`config.mk`:
```
export PLATFORM = sky130hd
export DESIGN_NAME = generator_arbiter
export DESIGN_NICKNAME = d
export VERILOG_FILES = /design/src/rtl/generator_arbiter.sv
export SDC_FILE = /design/constraint.sdc
export NUM_CORES = 1
export LEC_CHECK = 0
export ABC_AREA = 1
export CELL_PAD_IN_SITES_DETAIL_PLACEMENT = 1
export CELL_PAD_IN_SITES_GLOBAL_PLACEMENT = 1
export CORE_AREA = 4 4 302 304
export CTS_CLUSTER_SIZE = 24
export DETAILED_ROUTE_END_ITERATION = 6
export DIE_AREA = 0 0 306 308
export GPL_ROUTABILITY_DRIVEN = 0
export PLACE_DENSITY = 0.61
export SYNTH_ARGS = -nofsm -noshare
export SYNTH_HDL_FRONTEND = slang
export SYNTH_SLANG_ARGS = --single-unit
```
`constraint.sdc`:
```
create_clock -name _clock -period 2.95 [get_ports _clock]
set_input_delay 0.59 -clock _clock [delete_from_list [all_inputs] [get_ports _clock]]
set_output_delay 0.59 -clock _clock [all_outputs]
set_load 0.05 [all_outputs]
```
`src/rtl/generator_arbiter.sv`:
```
// generator_arbiter: round-robin sharing of one generator core among NUM_REQ requesters.
// Yields are buffered in a 2-entry FIFO and tagged with the owner's id; Rev 1.0.
`timescale 1ns/1ps
`default_nettype none

module generator_arbiter #(
   parameter int NUM_REQ  = 4,
   parameter int ID_WIDTH = 2,
   parameter int NUM_ARGS = 4,
   parameter int NUM_OUTS = 2,
   parameter int WIDTH    = 32
) (
   input  logic                             _clock,
   input  logic                             _reset_n,
   input  logic [NUM_REQ-1:0]               req_valid,
   output logic [NUM_REQ-1:0]               req_ready,
   input  logic [NUM_REQ*NUM_ARGS*WIDTH-1:0] req_args,
   output logic                             gen_start,
   output logic [NUM_ARGS*WIDTH-1:0]        gen_args,
   output logic                             gen_ready,
   input  logic                             gen_valid,
   input  logic [NUM_OUTS*WIDTH-1:0]        gen_out,
   input  logic                             gen_done,
   output logic                             resp_valid,
   input  logic                             resp_ready,
   output logic [ID_WIDTH-1:0]              resp_id,
   output logic [NUM_OUTS*WIDTH-1:0]        resp_data,
   output logic                             resp_last
);

   localparam int ARG_W = NUM_ARGS * WIDTH;
   localparam int OUT_W = NUM_OUTS * WIDTH;

   typedef enum logic [2:0] {
      IDLE  = 3'd0,
      START = 3'd1,
      RUN   = 3'd2,
      DRAIN = 3'd3,
      LAST  = 3'd4
   } state_t;

   state_t              state;
   logic [ID_WIDTH-1:0] rr_ptr;
   logic [ID_WIDTH-1:0] grant_id;
   logic [ID_WIDTH-1:0] grant_idx;
   logic [ID_WIDTH-1:0] cand;
   logic                grant_hit;

   logic [OUT_W-1:0]    fifo_mem [2];
   logic                wr_ptr;
   logic                rd_ptr;
   logic [1:0]          count;
   logic                full;
   logic                empty;
   logic                push;
   logic                pop;

   assign full  = (count == 2'd2);
   assign empty = (count == 2'd0);
   assign push  = (state == RUN) && gen_valid && gen_ready;
   assign pop   = ((state == RUN) || (state == DRAIN)) && !empty && resp_ready;

   // Rotating priority search starting at rr_ptr.
   always_comb begin
      grant_hit = 1'b0;
      grant_idx = '0;
      cand      = '0;
      for (int i = 0; i < NUM_REQ; i++) begin
         cand = ID_WIDTH'((int'(rr_ptr) + i) % NUM_REQ);
         if (!grant_hit && req_valid[cand]) begin
            grant_hit = 1'b1;
            grant_idx = cand;
         end
      end
   end

   // Gated by reset so no accept can be signalled while the block is held in reset.
   always_comb begin
      req_ready = '0;
      if (_reset_n && (state == IDLE) && grant_hit)
         req_ready[grant_idx] = 1'b1;
   end

   always_comb begin
      gen_start  = (state == START);
      gen_ready  = (state == RUN) && !full;
      resp_valid = 1'b0;
      resp_last  = 1'b0;
      resp_id    = '0;
      resp_data  = '0;
      case (state)
         RUN, DRAIN: begin
            resp_valid = !empty;
            resp_id    = grant_id;
            resp_data  = empty ? '0 : fifo_mem[rd_ptr];
         end
         LAST: begin
            resp_valid = 1'b1;
            resp_last  = 1'b1;
            resp_id    = grant_id;
         end
         default: ;
      endcase
   end

   always_ff @(posedge _clock or negedge _reset_n) begin
      if (!_reset_n) begin
         state       <= IDLE;
         rr_ptr      <= '0;
         grant_id    <= '0;
         gen_args    <= '0;
         wr_ptr      <= 1'b0;
         rd_ptr      <= 1'b0;
         count       <= 2'd0;
         fifo_mem[0] <= '0;
         fifo_mem[1] <= '0;
      end else begin
         if (push) begin
            fifo_mem[wr_ptr] <= gen_out;
            wr_ptr           <= ~wr_ptr;
         end
         if (pop)
            rd_ptr <= ~rd_ptr;
         count <= count + 2'(push) - 2'(pop);

         case (state)
            IDLE: begin
               if (grant_hit) begin
                  gen_args <= req_args[int'(grant_idx)*ARG_W +: ARG_W];
                  grant_id <= grant_idx;
                  rr_ptr   <= (grant_idx == ID_WIDTH'(NUM_REQ-1)) ? '0 : grant_idx + ID_WIDTH'(1);
                  state    <= START;
               end
            end
            // gen_done may be stale from the previous run here, so it is not looked at.
            START: state <= RUN;
            RUN: begin
               if (gen_done)
                  state <= DRAIN;
            end
            DRAIN: begin
               if (empty)
                  state <= LAST;
            end
            LAST: begin
               if (resp_ready)
                  state <= IDLE;
            end
            default: state <= IDLE;
         endcase
      end
   end

endmodule

`default_nettype wire

```
# Word level (Yosys, flattened, before mapping)
# Index checks and enable logic that the tools add are counted.
[totals] regBits=267 inputBits=585 word_cells=99
[classes] addsub=6 magnitude_cmp=9 eq_ne=10 n_shift=1 mux=36 n_bitwise=4 n_reduce_logical=24
[op_table] cell="indexed part select 512 x 10 -> 128 bit" n=1
[op_table] cell="two-way mux 64 bit" n=6
[op_table] cell="bitwise mux 128 bit" n=1
[op_table] cell="demux 64 bit (select 1 bit)" n=1
[op_table] cell="< comparator 2 x 3 -> 1 bit, second input constant" n=5
[op_table] cell="one-hot mux 3 bit (5 select lines)" n=1
[op_table] cell="logical AND 1 bit" n=12
[op_table] cell="two-way mux 2 bit" n=6
[op_table] cell="two-way mux 3 bit" n=4
[op_table] cell="two-way mux 1 bit" n=10
[op_table] cell="binary-select mux 1 bit (select 2 bit)" n=4
[op_table] cell="inequality test 2 bit, second input constant" n=4
[op_table] cell="== test 3 x 2 -> 1 bit, second input constant" n=2
[op_table] cell="zero test 1 bit" n=5
[op_table] cell="adder 2 x 1 -> 2 bit, second input constant" n=2
[op_table] cell="adder 2 bit, second input constant" n=2
[op_table] cell="== test 2 bit, second input constant" n=2
[op_table] cell="greater-or-equal comparator 2 bit, second input constant" n=2
[op_table] cell="two-way mux 4 bit" n=1
[op_table] cell="NOT 1 -> 2 bit" n=2
[op_table] cell="AND reduction 4 bit" n=1
[op_table] cell="== test 3 x 1 -> 1 bit, second input constant" n=1
[op_table] cell="== test 3 bit, second input constant" n=1
[op_table] cell="zero test 3 bit" n=1
[op_table] cell="12 further kinds" n=13

# Depth between registers and ports, before layout
[depth] word_depth=17 depth_mapped=15 depth_no_buf=13

# Worst setup path after synthesis
# Ideal clock, no wire load.
[synth_path] path_type="input to output" from="input req_valid[3]" to="output req_ready[1]" t_arrival_ps=2698 required_time_ps=2360 setup_slack_ps=-338 path_stages=11 cell_sequence="inv_1 > nand2_1 > nand3_1 > nand2_2 > nor2_4 > nand3_1 > nand2_2 > nand2_2 > buf_4 > buf_4 > nor3_1"
[synth_via] elab_chain_cells=17
[synth_lines] item="start: declaration" line_no="15" text="input logic [NUM_REQ-1:0] req_valid,"
[synth_lines] item="binary-select mux 1 bit (select 2 bit)" line_no="70" text="if (!grant_hit && req_valid[cand]) begin"
[synth_lines] item="two-way mux 1 bit (implied by the code)" line_no="70"
[synth_lines] item="two-way mux 1 bit" line_no="70"
[synth_lines] item="zero test 1 bit" line_no="70"
[synth_lines] item="logical AND 1 bit" line_no="70"
[synth_lines] item="two-way mux 1 bit" line_no="70"
[synth_lines] item="zero test 1 bit" line_no="70"
[synth_lines] item="logical AND 1 bit" line_no="70"
[synth_lines] item="two-way mux 1 bit" line_no="70"
[synth_lines] item="zero test 1 bit" line_no="70"
[synth_lines] item="logical AND 1 bit" line_no="70"
[synth_lines] item="two-way mux 2 bit" line_no="70"
[synth_lines] item="< comparator 2 x 3 -> 1 bit (implied by the code) / greater-or-equal comparator 2 x 1 -> 1 bit (equally long branches)" line_no="81" text="req_ready[grant_idx] = 1'b1;"
[synth_lines] item="logical AND 1 bit (implied by the code)" line_no="81"
[synth_lines] item="two-way mux 1 bit (implied by the code)" line_no="81"
[synth_lines] item="demux 1 bit (select 2 bit)" line_no="81"
[synth_lines] item="two-way mux 4 bit *" line_no="80" text="if (_reset_n && (state == IDLE) && grant_hit)"
[synth_lines] item="end: declaration" line_no="16" text="output logic [NUM_REQ-1:0] req_ready,"
# Mark *: on every way between the ends. The rest lies on a longest branch, timed or not. The select of a mux whose other input is x is not followed.

# Worst setup path in the final report
[layout_path] from="input req_valid[3]" to="output req_ready[0]"
# Same word-level chain as after synthesis.

==> impl_metrics.prom <==
# TYPE chip_impl_metric gauge
chip_impl_metric{name="synth_cell_type_count",unit=""} 29
chip_impl_metric{name="number_of_drc_violations_after_detailed_routing_iteration_0",unit=""} 1243
chip_impl_metric{name="io_buffers",unit=""} 786
chip_impl_metric{name="worst_ir_drop_vdd",unit="mV"} 0.9247
chip_impl_metric{name="initial_core_util",unit="%"} 18.45
chip_impl_metric{name="avgRoutedWirePerCell",unit="um"} 22.56
chip_impl_metric{name="grt_max_degree",unit=""} 100
chip_impl_info{name="crit_path_class",value="primary input to output pin"} 1
chip_impl_metric{name="cts_buffers",unit=""} 38
chip_impl_info{name="slowest_stage",value="sky130_fd_sc_hd__clkdlybuf4s50_1"} 1
chip_impl_metric{name="globalRouteOverflowTotal",unit=""} 0
chip_impl_metric{name="reg2reg_setup_slack",unit="ns"} 0.31
chip_impl_metric{name="clk_pin_slew",unit="ns"} 0.05
chip_impl_metric{name="finalHoldViolations",unit=""} 0
chip_impl_metric{name="syn_avg_cell_area",unit="sq um"} 6.859
chip_impl_info{name="endpoint_kind",value="output pin"} 1
chip_impl_metric{name="synth-seq-cells",unit=""} 267
chip_impl_metric{name="worst_pin_slew",unit="ns"} 0.8703
chip_impl_info{name="violated_checks",value="setup timing"} 1
chip_impl_metric{name="synth.yosys.warnings",unit=""} 0
chip_impl_metric{name="rr_worst_depth",unit=""} 18
chip_impl_metric{name="hold_slack_final",unit="ns"} 0.4808
chip_impl_metric{name="grt_use_total",unit="%"} 19.77
chip_impl_metric{name="clock_skew",unit="ns"} 0.02071
chip_impl_metric{name="area_of_the_die",unit="sq um"} 94250
chip_impl_metric{name="cellPowerDensity",unit="nW/um^2"} 1300
chip_impl_metric{name="first_global_vias",unit=""} 20030
chip_impl_info{name="crit_end",value="req_ready[0]"} 1
chip_impl_info{name="crit_family",value="buffers and inverters"} 1
chip_impl_metric{name="synthToLayoutAreaGrowth",unit="%"} 73.68
chip_impl_metric{name="clock_sink_count",unit=""} 267
chip_impl_metric{name="antenna_found_initial",unit=""} 39
chip_impl_metric{name="grt_pass1_wl",unit="um"} 140200
chip_impl_metric{name="final_setup_margin",unit="ns"} -0.1113
chip_impl_metric{name="postRouteAntennaNets",unit=""} 0
chip_impl_info{name="path_common_cell",value="sky130_fd_sc_hd__nand2_8"} 1
chip_impl_metric{name="setup_viol",unit=""} 4
chip_impl_metric{name="placementRows",unit=""} 109
chip_impl_metric{name="post-dp-hpwl",unit="um"} 74450
chip_impl_metric{name="final.min_clock_period",unit="ns"} 3.061
chip_impl_metric{name="placeableCoreArea",unit="sq um"} 88240
chip_impl_info{name="r2r-end",value="gen_args[55]"} 1
chip_impl_metric{name="max_freq",unit="MHz"} 326.7
chip_impl_metric{name="insertion_delay_of_the_later_clocked_pin_in_the_worst_skew_pair",unit="ns"} 0.55
chip_impl_info{name="crit_chain",value="clkdlybuf4s50_1 -> inv_1 -> nand2_1 -> nand3_2 -> nand2_4 -> nor2_2 -> nor2_1 -> buf_4 -> nand2_8 -> nand2_8 -> inv_6 -> buf_6 -> nor3_4 -> buf_12"} 1
chip_impl_metric{name="cts_htree_levels",unit=""} 2
chip_impl_metric{name="cp.arrival",unit="ns"} 2.47
chip_impl_metric{name="timing_max_transition_violations_final",unit=""} 0
chip_impl_info{name="crit-reg2reg-launch",value="rr_ptr[0]"} 1
chip_impl_metric{name="buf_inv_stages_crit_path",unit=""} 6
chip_impl_info{name="cts.root.buffer_cell",value="sky130_fd_sc_hd__clkbuf_16"} 1
chip_impl_metric{name="via_count",unit=""} 19350
chip_impl_metric{name="cp_max_fo",unit=""} 4
chip_impl_metric{name="clk_path_buf_depth",unit=""} 3
chip_impl_info{name="timing.critical_path.from",value="req_valid[3]"} 1
chip_impl_metric{name="placed_cells_incl_taps",unit=""} 4227
chip_impl_metric{name="relSlewSlack",unit="%"} 41.98
chip_impl_metric{name="ys_seq_area_share",unit="%"} 41.03
chip_impl_metric{name="die_w",unit="um"} 306
chip_impl_info{name="outcome",value="complete, but fails checks"} 1
chip_impl_metric{name="critical_path_cell_count",unit=""} 14
chip_impl_metric{name="crit_path_max_incr_delay",unit="ns"} 0.50
chip_impl_metric{name="post-route-drc-count",unit=""} 0
chip_impl_metric{name="post_layout_nonfiller_instances",unit=""} 4334
chip_impl_metric{name="die_span_in_y",unit="um"} 308
chip_impl_metric{name="dr.pass1.iters",unit=""} 7
chip_impl_info{name="grt_setup_unrepaired",value="true"} 1
chip_impl_metric{name="final_period_util",unit="%"} 103.8
chip_impl_metric{name="drive_gt1_share",unit="%"} 9.640
chip_impl_metric{name="layout.nets",unit=""} 3704
chip_impl_metric{name="cp.required",unit="ns"} 2.36
chip_impl_metric{name="synthesis.instances",unit=""} 2374
chip_impl_info{name="cts_tree",value="done"} 1
chip_impl_metric{name="finalWirelength",unit="um"} 97780
chip_impl_metric{name="synth_area",unit="sq um"} 16280
chip_impl_metric{name="syn-num-nets",unit=""} 2963
chip_impl_info{name="cp-start-kind",value="primary input"} 1
chip_impl_metric{name="max-cap-violations",unit=""} 0
chip_impl_metric{name="post-place-ws",unit="ns"} -0.1823
chip_impl_info{name="min-delay-path-class",value="flop to flop"} 1
chip_impl_metric{name="drt-vias-per-instance",unit=""} 4.464
chip_impl_metric{name="design.portCount",unit=""} 787
chip_impl_metric{name="p_leak",unit="nW"} 12.90
[synthesized netlist by cell type]
cell type	n	area, sq um
sky130_fd_sc_hd__buf_2	86	430.4
sky130_fd_sc_hd__ha_1	4	50.05
sky130_fd_sc_hd__xor2_1	1	8.760
sky130_fd_sc_hd__or2_1	1	6.260
sky130_fd_sc_hd__nand2_1	812	3048
sky130_fd_sc_hd__buf_1	4	15.01
sky130_fd_sc_hd__clkbuf_1	80	300.3
sky130_fd_sc_hd__nor2_2	1	6.260
sky130_fd_sc_hd__nor2_1	8	30.03
sky130_fd_sc_hd__o21ai_1	52	260.3
sky130_fd_sc_hd__nand2_2	6	37.54
sky130_fd_sc_hd__clkbuf_4	1	7.510
sky130_fd_sc_hd__dfrtp_1	267	6681
sky130_fd_sc_hd__inv_1	215	807.0
sky130_fd_sc_hd__buf_4	16	120.1
sky130_fd_sc_hd__nand3_2	1	10.01
sky130_fd_sc_hd__o21bai_1	1	7.510
sky130_fd_sc_hd__xnor2_1	2	17.52
sky130_fd_sc_hd__buf_6	2	22.52
sky130_fd_sc_hd__inv_2	4	15.01
sky130_fd_sc_hd__nor2_4	3	33.78
sky130_fd_sc_hd__a21oi_1	68	340.3
sky130_fd_sc_hd__o21a_1	1	7.510
sky130_fd_sc_hd__o211ai_1	1	7.510
sky130_fd_sc_hd__nor3_1	3	15.01
sky130_fd_sc_hd__inv_4	1	6.260
sky130_fd_sc_hd__nand3b_1	129	968.4
sky130_fd_sc_hd__o21ai_0	84	420.4
sky130_fd_sc_hd__nand3_1	520	2603
[per-stage QoR]
stage               setup TNS, ns  area [sq um]  util (%)  power, W
global placement           -3.972         26560     30.10   0.03139
CTS                       -0.3924         28110     31.85   0.03708
finish                    -0.3099         28280     32.05   0.03677
floorplan                -0.02956         16300         -   0.02108
detailed placement         -8.661         26560     30.10   0.03159
global route              -0.8839         28260     32.02   0.03940
[logic make-up after synthesis]
group                    share of synthesized area, %
flip-flops                                      41.03
AND/OR/NAND/NOR                                 41.50
AO/OA/AOI/OAI                                   6.409
buffers and inverters                           10.59
adder cells (fa/ha/maj)                        0.3074
XOR/XNOR                                       0.1614
[layer usage]
metal	vias up	global-route usage [%]	routed length [um]	part of all wire [%]
met4	12	5.004	2210	2.3
li1	9174	-	-	-
met2	660	33.62	47630	49
met1	9386	24.85	40700	42
met5	-	0	86	0.088
met3	116	5.363	7148	7.3
[cell type report]
class | instances | area (sq um)
clock inverter | 7 | 107.6
sequential | 267 | 6685
timing repair buffer | 890 | 9729
clock buffer | 61 | 1159
tap | 1165 | 1458
fill | 10560 | 59960
antenna | 26 | 65.06
inverter | 220 | 848.3
multi-input combinational | 1698 | 8229
[timing repair]
action,in CTS,in global routing
hold endpoints to repair,28,0
setup buffers,8,4
gates cloned,0,0
hold buffers,1,0
setup endpoints to repair,10,4
resized for setup,60,22
pin swaps,26,20
[power breakdown]
part / internal (W) / total, W / switching [W]
Clock: 0.00286 / 0.00475 / 0.00189
Sequential: 0.00544 / 0.00652 / 0.00108
Combinational: 0.00871 / 0.0255 / 0.0168
[worst min-delay path, stage by stage, from the launching register on]
cell,delay [ns]
sky130_fd_sc_hd__dfrtp_1,0.34
sky130_fd_sc_hd__nand2_1,0.05
sky130_fd_sc_hd__o21ai_0,0.05
[sequential cells by signal, summed over array words and instances, names as in the netlist]
signal,flops
fifo_mem,128
gen_args,128
state,3
count,2
grant_id,2
rr_ptr,2
rd_ptr,1
wr_ptr,1
[how the worst min path moves through the flow]
stage | depth (start not counted) | slack, ns | startpoint | to
after global placement | 2 | 0.47 | fifo_mem[34] | fifo_mem[34]
final | 2 | 0.48 | fifo_mem[35] | fifo_mem[35]
after detailed placement | 2 | 0.47 | fifo_mem[35] | fifo_mem[35]
after floorplan | 0 | 0.29 | _reset_n | count[0]
after CTS | 2 | 0.49 | fifo_mem[36] | fifo_mem[36]
after global routing | 2 | 0.50 | fifo_mem[31] | fifo_mem[31]
[cell usage in the layout, fill, tap and decap left out, types with 3 or more instances in the layout]
cell	n
sky130_fd_sc_hd__a21oi_1	62
sky130_fd_sc_hd__a21oi_2	6
sky130_fd_sc_hd__buf_12	99
sky130_fd_sc_hd__buf_4	72
sky130_fd_sc_hd__buf_6	4
sky130_fd_sc_hd__clkbuf_1	12
sky130_fd_sc_hd__clkbuf_16	39
sky130_fd_sc_hd__clkbuf_8	10
sky130_fd_sc_hd__clkdlybuf4s50_1	713
sky130_fd_sc_hd__clkinv_2	3
sky130_fd_sc_hd__dfrtp_1	264
sky130_fd_sc_hd__dfrtp_2	3
sky130_fd_sc_hd__diode_2	26
sky130_fd_sc_hd__inv_1	211
sky130_fd_sc_hd__inv_2	4
sky130_fd_sc_hd__nand2_1	787
sky130_fd_sc_hd__nand2_2	15
sky130_fd_sc_hd__nand2_4	11
sky130_fd_sc_hd__nand2_8	5
sky130_fd_sc_hd__nand3_1	515
sky130_fd_sc_hd__nand3_2	3
sky130_fd_sc_hd__nand3_4	3
sky130_fd_sc_hd__nand3b_1	129
sky130_fd_sc_hd__nor2_1	4
sky130_fd_sc_hd__nor2_4	6
sky130_fd_sc_hd__o21ai_0	82
sky130_fd_sc_hd__o21ai_1	52
No activity file was read; power rests on OpenSTA's default activity.
